`src/rtl/rs232_pkg.sv`:
```
// ---------------------------------------------------------------------------
// rs232_pkg
//
// Shared definitions for the RS-232 receive/transmit pair.
//
// Contents:
//   rx_state_t         receiver FSM state encoding (IDLE, START, DATA, STOP)
//   DATA_BITS          payload bits per frame (8N1 framing)
//   BIT_IDX_START      bit index while the start bit is on the line
//   BIT_IDX_LAST_DATA  bit index of the final data bit
//   BIT_IDX_STOP       bit index while the stop bit is on the line
//   BIT_IDX_W          width of the bit index counter
//   baud_cnt_max()     system clocks per bit, clk_freq/uart_bps (integer
//                      divide), used by both rs232_rx and rs232_tx so the
//                      two ends of the echo path always agree on bit length
// ---------------------------------------------------------------------------
package rs232_pkg;

  typedef enum logic [1:0] {
    ST_IDLE  = 2'd0,
    ST_START = 2'd1,
    ST_DATA  = 2'd2,
    ST_STOP  = 2'd3
  } rx_state_t;

  localparam int DATA_BITS = 8;

  // Bit index 0 is the start bit, 1..DATA_BITS are the data bits and the
  // stop bit follows the last data bit.
  localparam int BIT_IDX_START     = 0;
  localparam int BIT_IDX_LAST_DATA = DATA_BITS;
  localparam int BIT_IDX_STOP      = DATA_BITS + 1;
  localparam int BIT_IDX_W         = 4;

  function automatic int baud_cnt_max(input int clk_freq, input int uart_bps);
    return clk_freq / uart_bps;
  endfunction

endpackage

```
`src/rtl/rs232_sync_edge.sv`:
```
// ---------------------------------------------------------------------------
// rs232_sync_edge
//
// Three-flop synchroniser for the asynchronous serial line plus a registered
// falling-edge detector used to spot the leading edge of a start bit.
// All synchroniser flops reset to 1 so a line idling high never produces a
// spurious edge out of reset.
//
// Ports:
//   clk      input   system clock, rising edge
//   rst_n    input   asynchronous active-low reset
//   rx       input   raw serial line, idle high
//   rx_sync  output  synchronised line (third flop)
//   nedge    output  one-cycle pulse, registered version of
//                    rx_reg3 & ~rx_reg2 (a high-to-low transition)
// ---------------------------------------------------------------------------
module rs232_sync_edge (
  input  logic clk,
  input  logic rst_n,
  input  logic rx,
  output logic rx_sync,
  output logic nedge
);

  logic rx_reg1;
  logic rx_reg2;
  logic rx_reg3;

  // The edge flag is registered so the receiver FSM sees a clean pulse that
  // is fully decoupled from the metastability-prone first stage. Because it
  // is an edge and not a level, a line that stays low (break) cannot
  // retrigger reception on its own.
  always_ff @(posedge clk or negedge rst_n) begin
    if (!rst_n) begin
      rx_reg1 <= 1'b1;
      rx_reg2 <= 1'b1;
      rx_reg3 <= 1'b1;
      nedge   <= 1'b0;
    end else begin
      rx_reg1 <= rx;
      rx_reg2 <= rx_reg1;
      rx_reg3 <= rx_reg2;
      nedge   <= rx_reg3 & ~rx_reg2;
    end
  end

  assign rx_sync = rx_reg3;

endmodule

```
`src/rtl/rs232_rx.sv`:
```
// ---------------------------------------------------------------------------
// rs232_rx
//
// UART receiver: deserialises an asynchronous 8N1 line into bytes. Data is
// LSB first. A good frame (stop bit sampled high) updates po_data and pulses
// po_flag for one cycle; a frame whose stop bit samples low pulses po_err for
// one cycle and leaves po_data untouched. The FSM returns to IDLE at the
// stop-bit sample point, half a bit early, so back-to-back frames with a
// single stop bit are accepted.
//
// Parameters:
//   uart_bps      line baud rate (default 9600)
//   clk_freq      system_clk frequency in Hz (default 50 MHz)
//
// Ports:
//   system_clk    input      sole clock, rising edge
//   system_rst_n  input      asynchronous active-low reset
//   rx            input      serial line, idle high
//   po_data       output [7:0] last correctly received byte
//   po_flag       output     one-cycle pulse, po_data is new and valid
//   po_err        output     one-cycle pulse, framing error
//
// Build option:
//   RS232_RX_MAJORITY_EN  when defined, every bit (start, data, stop) is
//                         sampled at HALF-1, HALF and HALF+1 and decided by
//                         2-of-3 majority at HALF+1; all decisions and
//                         output pulses move one cycle later. When
//                         undefined, a single sample is taken at HALF.
// ---------------------------------------------------------------------------
module rs232_rx
  import rs232_pkg::*;
#(
  parameter int uart_bps = 9600,
  parameter int clk_freq = 50000000
) (
  input  logic       system_clk,
  input  logic       system_rst_n,
  input  logic       rx,
  output logic [7:0] po_data,
  output logic       po_flag,
  output logic       po_err
);

  localparam int BAUD_CNT_MAX = baud_cnt_max(clk_freq, uart_bps);
  localparam int HALF         = BAUD_CNT_MAX / 2;
  localparam int CNT_W        = (BAUD_CNT_MAX > 1) ? $clog2(BAUD_CNT_MAX) : 1;

  localparam logic [CNT_W-1:0] CNT_LAST = CNT_W'(BAUD_CNT_MAX - 1);

`ifdef RS232_RX_MAJORITY_EN
  localparam logic [CNT_W-1:0] CNT_EARLY0 = CNT_W'(HALF - 1);
  localparam logic [CNT_W-1:0] CNT_EARLY1 = CNT_W'(HALF);
  localparam logic [CNT_W-1:0] CNT_DECIDE = CNT_W'(HALF + 1);
`else
  localparam logic [CNT_W-1:0] CNT_DECIDE = CNT_W'(HALF);
`endif

  localparam logic [BIT_IDX_W-1:0] IDX_LAST_DATA = BIT_IDX_W'(BIT_IDX_LAST_DATA);

  rx_state_t              state;
  rx_state_t              next_state;
  logic                   rx_sync;
  logic                   nedge;
  logic [CNT_W-1:0]       cnt;
  logic [BIT_IDX_W-1:0]   bit_idx;
  logic [DATA_BITS-1:0]   shift;
  logic                   bit_val;
  logic                   decide;
  logic                   wrap;
  logic                   shift_en;
  logic                   flag_set;
  logic                   err_set;

  rs232_sync_edge u_sync_edge (
    .clk     (system_clk),
    .rst_n   (system_rst_n),
    .rx      (rx),
    .rx_sync (rx_sync),
    .nedge   (nedge)
  );

  assign decide = (cnt == CNT_DECIDE);
  assign wrap   = (cnt == CNT_LAST);

`ifdef RS232_RX_MAJORITY_EN
  logic [1:0] early;

  // The two early samples are captured in every bit period; only the one
  // taken within the current bit matters because the vote happens at
  // HALF+1 of that same bit.
  always_ff @(posedge system_clk or negedge system_rst_n) begin
    if (!system_rst_n) begin
      early <= 2'b11;
    end else begin
      if (cnt == CNT_EARLY0) early[0] <= rx_sync;
      if (cnt == CNT_EARLY1) early[1] <= rx_sync;
    end
  end

  assign bit_val = (early[0] & early[1]) | (early[0] & rx_sync) | (early[1] & rx_sync);
`else
  assign bit_val = rx_sync;
`endif

  // State register. Reset forces IDLE from anywhere, discarding any partial
  // byte without producing a pulse.
  always_ff @(posedge system_clk or negedge system_rst_n) begin
    if (!system_rst_n) begin
      state <= ST_IDLE;
    end else begin
      state <= next_state;
    end
  end

  // Next-state and strobe decode. The start edge is only looked at in IDLE,
  // so edges inside a frame are ignored. A high sample mid-start-bit is a
  // glitch and aborts silently. The stop bit is left as soon as it has been
  // decided, giving half a bit of slack before the next start edge.
  always_comb begin
    next_state = state;
    shift_en   = 1'b0;
    flag_set   = 1'b0;
    err_set    = 1'b0;
    case (state)
      ST_IDLE: begin
        if (nedge) next_state = ST_START;
      end
      ST_START: begin
        if (decide && bit_val) begin
          next_state = ST_IDLE;
        end else if (wrap) begin
          next_state = ST_DATA;
        end
      end
      ST_DATA: begin
        if (decide) shift_en = 1'b1;
        if (wrap && (bit_idx == IDX_LAST_DATA)) next_state = ST_STOP;
      end
      ST_STOP: begin
        if (decide) begin
          next_state = ST_IDLE;
          if (bit_val) begin
            flag_set = 1'b1;
          end else begin
            err_set = 1'b1;
          end
        end
      end
      default: begin
        next_state = ST_IDLE;
      end
    endcase
  end

  // Baud counter and bit index. Both are held at zero in IDLE so that the
  // first cycle of START always begins at count 0, bit 0. Outside IDLE the
  // counter runs 0..BAUD_CNT_MAX-1 and each wrap advances the bit index.
  always_ff @(posedge system_clk or negedge system_rst_n) begin
    if (!system_rst_n) begin
      cnt     <= '0;
      bit_idx <= '0;
    end else if (state == ST_IDLE) begin
      cnt     <= '0;
      bit_idx <= '0;
    end else if (wrap) begin
      cnt     <= '0;
      bit_idx <= bit_idx + 1'b1;
    end else begin
      cnt     <= cnt + 1'b1;
    end
  end

  // Data bits arrive LSB first; shifting right with the new sample entering
  // at the MSB leaves the first bit in position 0 after all eight shifts.
  always_ff @(posedge system_clk or negedge system_rst_n) begin
    if (!system_rst_n) begin
      shift <= '0;
    end else if (shift_en) begin
      shift <= {bit_val, shift[DATA_BITS-1:1]};
    end
  end

  // Registered outputs. po_data only moves together with po_flag, so a
  // framing error leaves the previously delivered byte visible.
  always_ff @(posedge system_clk or negedge system_rst_n) begin
    if (!system_rst_n) begin
      po_data <= 8'h00;
      po_flag <= 1'b0;
      po_err  <= 1'b0;
    end else begin
      po_flag <= flag_set;
      po_err  <= err_set;
      if (flag_set) po_data <= shift;
    end
  end

endmodule

```
`config.mk`:
```
export PLATFORM = sky130hd
export DESIGN_NAME = rs232_rx
export DESIGN_NICKNAME = d
export VERILOG_FILES = /design/src/rtl/rs232_pkg.sv /design/src/rtl/rs232_sync_edge.sv /design/src/rtl/rs232_rx.sv
export SDC_FILE = /design/constraint.sdc
export NUM_CORES = 1
export LEC_CHECK = 0
export ABC_AREA = 1
export BUFFER_PORTS_ARGS = -buffer_cell sky130_fd_sc_hd__clkbuf_2
export CAP_MARGIN = 40
export CORE_UTILIZATION = 41
export DETAILED_ROUTE_END_ITERATION = 10
export GPL_TIMING_DRIVEN = 0
export PLACE_DENSITY = 0.67
export SETUP_SLACK_MARGIN = 0.4
export SYNTH_ARGS = -nofsm -noshare
export SYNTH_HDL_FRONTEND = slang
export SYNTH_SLANG_ARGS = --single-unit
export TNS_END_PERCENT = 10
```
`constraint.sdc`:
```
create_clock -name system_clk -period 2 [get_ports system_clk]
set_input_delay 0.1 -clock system_clk [delete_from_list [all_inputs] [get_ports system_clk]]
set_output_delay 0.1 -clock system_clk [all_outputs]
set_load 0.02 [all_outputs]
```
Yosys cells after proc, flatten, opt, wreduce, memory -nomap -nowiden
Index checks and enable logic that the tools add are counted.

word-level totals
  output and inout bits = 10
  input port bits = 3
  bits in registers = 41
  word-level logic and storage cells = 48

cells by class
  $add $sub $neg = 2
  bitwise logic cells = 2
  multiplexer cells = 18
  equality and inequality tests = 10
  reductions and logical operators = 5

operators with widths
  cell                                              count
  two-way mux 13 bit                                2
  adder 13 x 1 -> 13 bit (second input constant)    1
  == test 13 x 12 -> 1 bit (second input constant)  1
  == test 13 bit (second input constant)            1
  two-way mux 2 bit                                 5
  two-way mux 1 bit                                 8
  two-way mux 4 bit                                 2
  case mux 2 bit (4 select lines)                   1
  adder 4 x 1 -> 4 bit (second input constant)      1
  == test 2 bit (second input constant)             2
  == test 4 bit (second input constant)             1
  != test 2 bit (second input constant)             2
  AND reduction 4 bit                               1
  != test 3 bit (second input constant)             1
  == test 2 x 1 -> 1 bit (second input constant)    1
  logical AND 1 bit                                 2
  zero test 2 bit                                   1
  != test 2 x 1 -> 1 bit (second input constant)    1
  nonzero test 2 bit                                1
  bitwise AND 1 bit                                 1
  inverter 1 bit                                    1

Logic depth before layout (Yosys ltp)
  word-level depth = 4
  depth in mapped cells = 10
  depth with buffers taken out = 10

Modules after synthesis
Synthesis repeated with hierarchy kept, for this count alone.

unflattened totals
  cells, all modules = 216
  area total of the unflattened synthesis = 1965.6 um^2

modules (own cells, without submodules)
  module           area an instance (um^2)  cells an instance  seq. area each (um^2)  instances
  rs232_rx         1851.8                   210                925.9                  1
  rs232_sync_edge  113.9                    6                  103.8                  1

Worst setup path before layout
Ideal clock, no wire load.

  kind = flip-flop to flip-flop
  from = register cnt[0]
  to = register shift[6]
  path buffers = 1
  setup slack = 0.569 ns
  data arrival time = 1.312 ns
  stages on the path, launching flop included = 11
  setup time = 0.118 ns
  period minus slack after synthesis = 1.431 ns
  data required time = 1.882 ns
  path through = dfrtp_1 > inv_1 > ha_1 > nand2_1 > nor2_1 > nand3_2 > inv_2 > nand2_2 > buf_6 > nand2_1 > o21ai_2

on the way
  longest elaborated chain between the ends = 3

RTL lines
  element                   RTL line         text
  start, declared           rs232_rx.sv:64   logic [CNT_W-1:0] cnt;
  start signal, assigned    rs232_rx.sv:169  cnt <= cnt + 1'b1;
  == test 13 x 12 -> 1 bit  rs232_rx.sv:82   assign decide = (cnt == CNT_DECIDE);
  two-way mux 1 bit         rs232_rx.sv:136  if (decide) shift_en = 1'b1;
  two-way mux 1 bit         rs232_rx.sv:124  case (state)
  end signal, assigned      rs232_rx.sv:179  shift <= {bit_val, shift[DATA_BITS-1:1]};
  end, declared             rs232_rx.sv:66   logic [DATA_BITS-1:0] shift;

Every way passes these cells.
A chain may end at the register's enable or synchronous reset.

Worst setup path after layout
  from = register cnt[0]
  to = register po_data[2]

on the way
  longest elaborated chain between the ends = 3

RTL lines
  element                   RTL line         text
  == test 13 x 12 -> 1 bit  rs232_rx.sv:82
  two-way mux 1 bit         rs232_rx.sv:140  if (decide) begin
  two-way mux 1 bit         rs232_rx.sv:124
  end signal, assigned      rs232_rx.sv:193  if (flag_set) po_data <= shift;
  end, declared             rs232_rx.sv:39   output logic [7:0] po_data,

Every way passes these cells.

==> flow_metrics.tcl <==
set metrics [dict create \
    clk_path_buf_depth 2 \
    grt_overflow 0 \
    rsz0062_at_grt "yes" \
    ioPinCount 13 \
    crit_path_start_kind "flop" \
    antenna_left 0 \
    netlist_area_mm2 0.00193 \
    ctsRootBufferMaster "clkbuf_8" \
    grt_pass1_wl_um 6020 \
    die_h_um 70.7 \
    wl_per_cell_um 11.3 \
    path_clk_slew_ps 80 \
    core_area_mm2 0.00444 \
    drv_slew 0 \
    via_count 1438 \
    status "finished with violations" \
    layout.nets 250 \
    grt_max_degree 34 \
    setup_tns_ps 0 \
    grt_pass1_vias 1330 \
    antenna_found_initial 0 \
    timing.fmax_mhz 656 \
    slew-limit-headroom_pct 74.9 \
    first_iter_violations 81 \
    regArea_mm2 0.00103 \
    setup_slack_ps 475 \
    drive_above_1_share_pct 29.9 \
    cp.arrival_ps 1710 \
    power.leakage_nw 1.12 \
    synth_area_per_cell_um2 9.04 \
    failed_checks "DRC" \
    dp_hpwl_um 2360 \
    route.detailed.drc 6 \
    numCtsBuffers 5 \
    ys_warn_count 0 \
    clock_latency_ps 290 \
    die_w_um 70.7 \
    synth_seq_cells 41 \
    routabilityCongestion 0.781 \
    synth.distinct_cells 24 \
    maxCapViolCount 0 \
    avgViaCountPerCell 4.86 \
    cts_tree "built" \
    tightest_slew_ps 374 \
    syn2layout_area_growth_pct 19.7 \
    final_hold_viol_count 0 \
    multi_input_area_um2 777 \
    io_buffers 12 \
    critPathKind "flop to flop" \
    syn-instance-count 214 \
    critPathCaptureType "flop" \
    ys_seq_area_share_pct 53.2 \
    clock_skew_ps 9.31 \
    setup_viol 0 \
    worstHoldPathType "input pin to asynchronous set/reset pin" \
    final_util_pct 52.1 \
    dieArea_mm2 0.00500 \
    rrSetupSlack_ps 470 \
    crit_fanout 7 \
    num_antenna_cells 0 \
    drt-pass1-iter-count 7 \
    cts.sinks 41 \
    start_util_pct 43.5 \
    grtUsageTotal_pct 15.4 \
    crit_required_ps 2180 \
    cts-htree-levels 2 \
    fin_crit_sh_pct 76.3 \
    ir_worst_vdd_uv 420 \
    nFillCells 443 \
    power.total_w 0.00206 \
    finalHoldWorstSlack_ps 211 \
    totalWireLength_um 3340 \
    pre_cts_slack_ps 372 \
    rows 24 \
    synth_fp_nets 221 \
    power_density_mw_per_mm2 889 \
    fin_crit_ps 1530 \
]
Yosys cell counts:
library cell / n / area share [%]
and2_1: 1 / 0.32
a21oi_1: 10 / 2.6
nor2_4: 1 / 0.58
nor3_1: 6 / 1.6
nand2_1: 41 / 8.0
nand3_4: 1 / 0.91
nand3_1: 9 / 2.3
nand2_2: 2 / 0.65
inv_1: 34 / 6.6
nor3_2: 1 / 0.52
xor2_1: 2 / 0.91
o21ai_1: 1 / 0.26
nand3_2: 3 / 1.6
dfstp_2: 3 / 4.1
o21ai_0: 7 / 1.8
nor4_1: 2 / 0.65
ha_1: 4 / 2.6
nand4_1: 5 / 1.6
nor2_2: 3 / 0.97
nor2_1: 19 / 3.7
o21ai_2: 15 / 6.8
dfrtp_1: 38 / 49
inv_2: 4 / 0.78
buf_6: 2 / 1.2
cell families (layout without fill, tap and decap cells):
logic type | count (synthesis) | count (layout) | synth area share (%)
buffers and inverters | 40 | 70 | 8.54
DFF | 41 | 41 | 53.2
xor gates and xnor gates | 2 | 2 | 0.906
adders and majority gates | 4 | 4 | 2.59
and+or+nand+nor | 94 | 94 | 23.3
AOI/OAI and AO/OA | 33 | 33 | 11.4
stage by stage:
| step | instance area (um2) | instances |
|---|---|---|
| 2_1_floorplan | 1930 | 214 |
| 3_3_place_gp | 2060 | 278 |
| 3_5_place_dp | 2080 | 279 |
| 4_1_cts | 2200 | 289 |
| 5_1_grt | 2310 | 296 |
| 6_report | 2310 | 296 |
worst max-delay path, cell delays in order (launching register included):
cell and delay, ps:
dfrtp_1 410, inv_1 70, ha_2 160, nand2_2 50, nor2_2 110, nand3_2 110
inv_2 120, nand3_4 130, buf_4 160, nand2_1 60, o21ai_2 50
final cells by class:
| type | count | area share [%] |
|---|---|---|
| clock buffers | 6 | 3.57 |
| plain buffers | 2 | 1.30 |
| flip-flops and latches | 41 | 44.5 |
| clock inverters | 2 | 0.595 |
| inverters | 38 | 6.16 |
| repair buffers | 22 | 7.51 |
| well taps | 52 | 2.81 |
| multi-input cells | 133 | 33.6 |
state kept, by name (all words and copies together), names as in the netlist, named ones only:
| signal | flops |
|---|---|
| bit_idx | 4 |
| cnt | 13 |
| po_data | 8 |
| po_err | 1 |
| po_flag | 1 |
| shift | 8 |
| state | 1 |
| u_sync_edge.nedge | 1 |
| u_sync_edge.rx_reg1 | 1 |
| u_sync_edge.rx_reg2 | 1 |
| u_sync_edge.rx_sync | 1 |
final timing paths:
check                                    start                  end  cells after the start
hold / removal                    system_rst_n               cnt[4]                      2
setup / recovery                        cnt[0]           po_data[2]                     10
setup reg to reg                        cnt[0]           po_data[2]                     10
min in group system_clk    u_sync_edge.rx_reg1  u_sync_edge.rx_reg2                      0
max in group asynchronous         system_rst_n  u_sync_edge.rx_sync                      3
hold reg to reg            u_sync_edge.rx_reg1  u_sync_edge.rx_reg2                      0
routing by layer:
layer	GRT usage (%)	vias up	share of wire, %
met5	0	-	0
met4	6.00	0	1.7
met3	4.42	6	3.4
met2	23.3	22	46
met1	21.1	666	49
li1	-	744	-
power breakdown:
group          total (W)  switching (W)  internal [W]  leakage, nW
registers        0.00100      0.0000870      0.000914        0.550
clock network   0.000559       0.000280      0.000280       0.0512
logic           0.000497       0.000315      0.000182        0.514
cell usage in the layout (no fill, tap or decap), types with 4 or more instances in the layout:
cell      instances
a21oi_1          10
buf_4             5
clkbuf_2         12
clkbuf_8          6
dfrtp_1          38
inv_1            33
inv_2             5
nand2_1          37
nand2_2           4
nand3_1           9
nand4_1           5
nor2_1           16
nor2_2            5
nor3_1            6
o21ai_0           7
o21ai_2          15
repair_timing:
item	in CTS	in global routing
buffers inserted	0	6
pin swaps	0	5
endpoints found under the hold margin	39	0
resized for setup	2	14
endpoints found under the setup margin	6	26
hold buffers	2	0
gates cloned	0	1
Note: power is estimated with default switching activity, not from simulation.
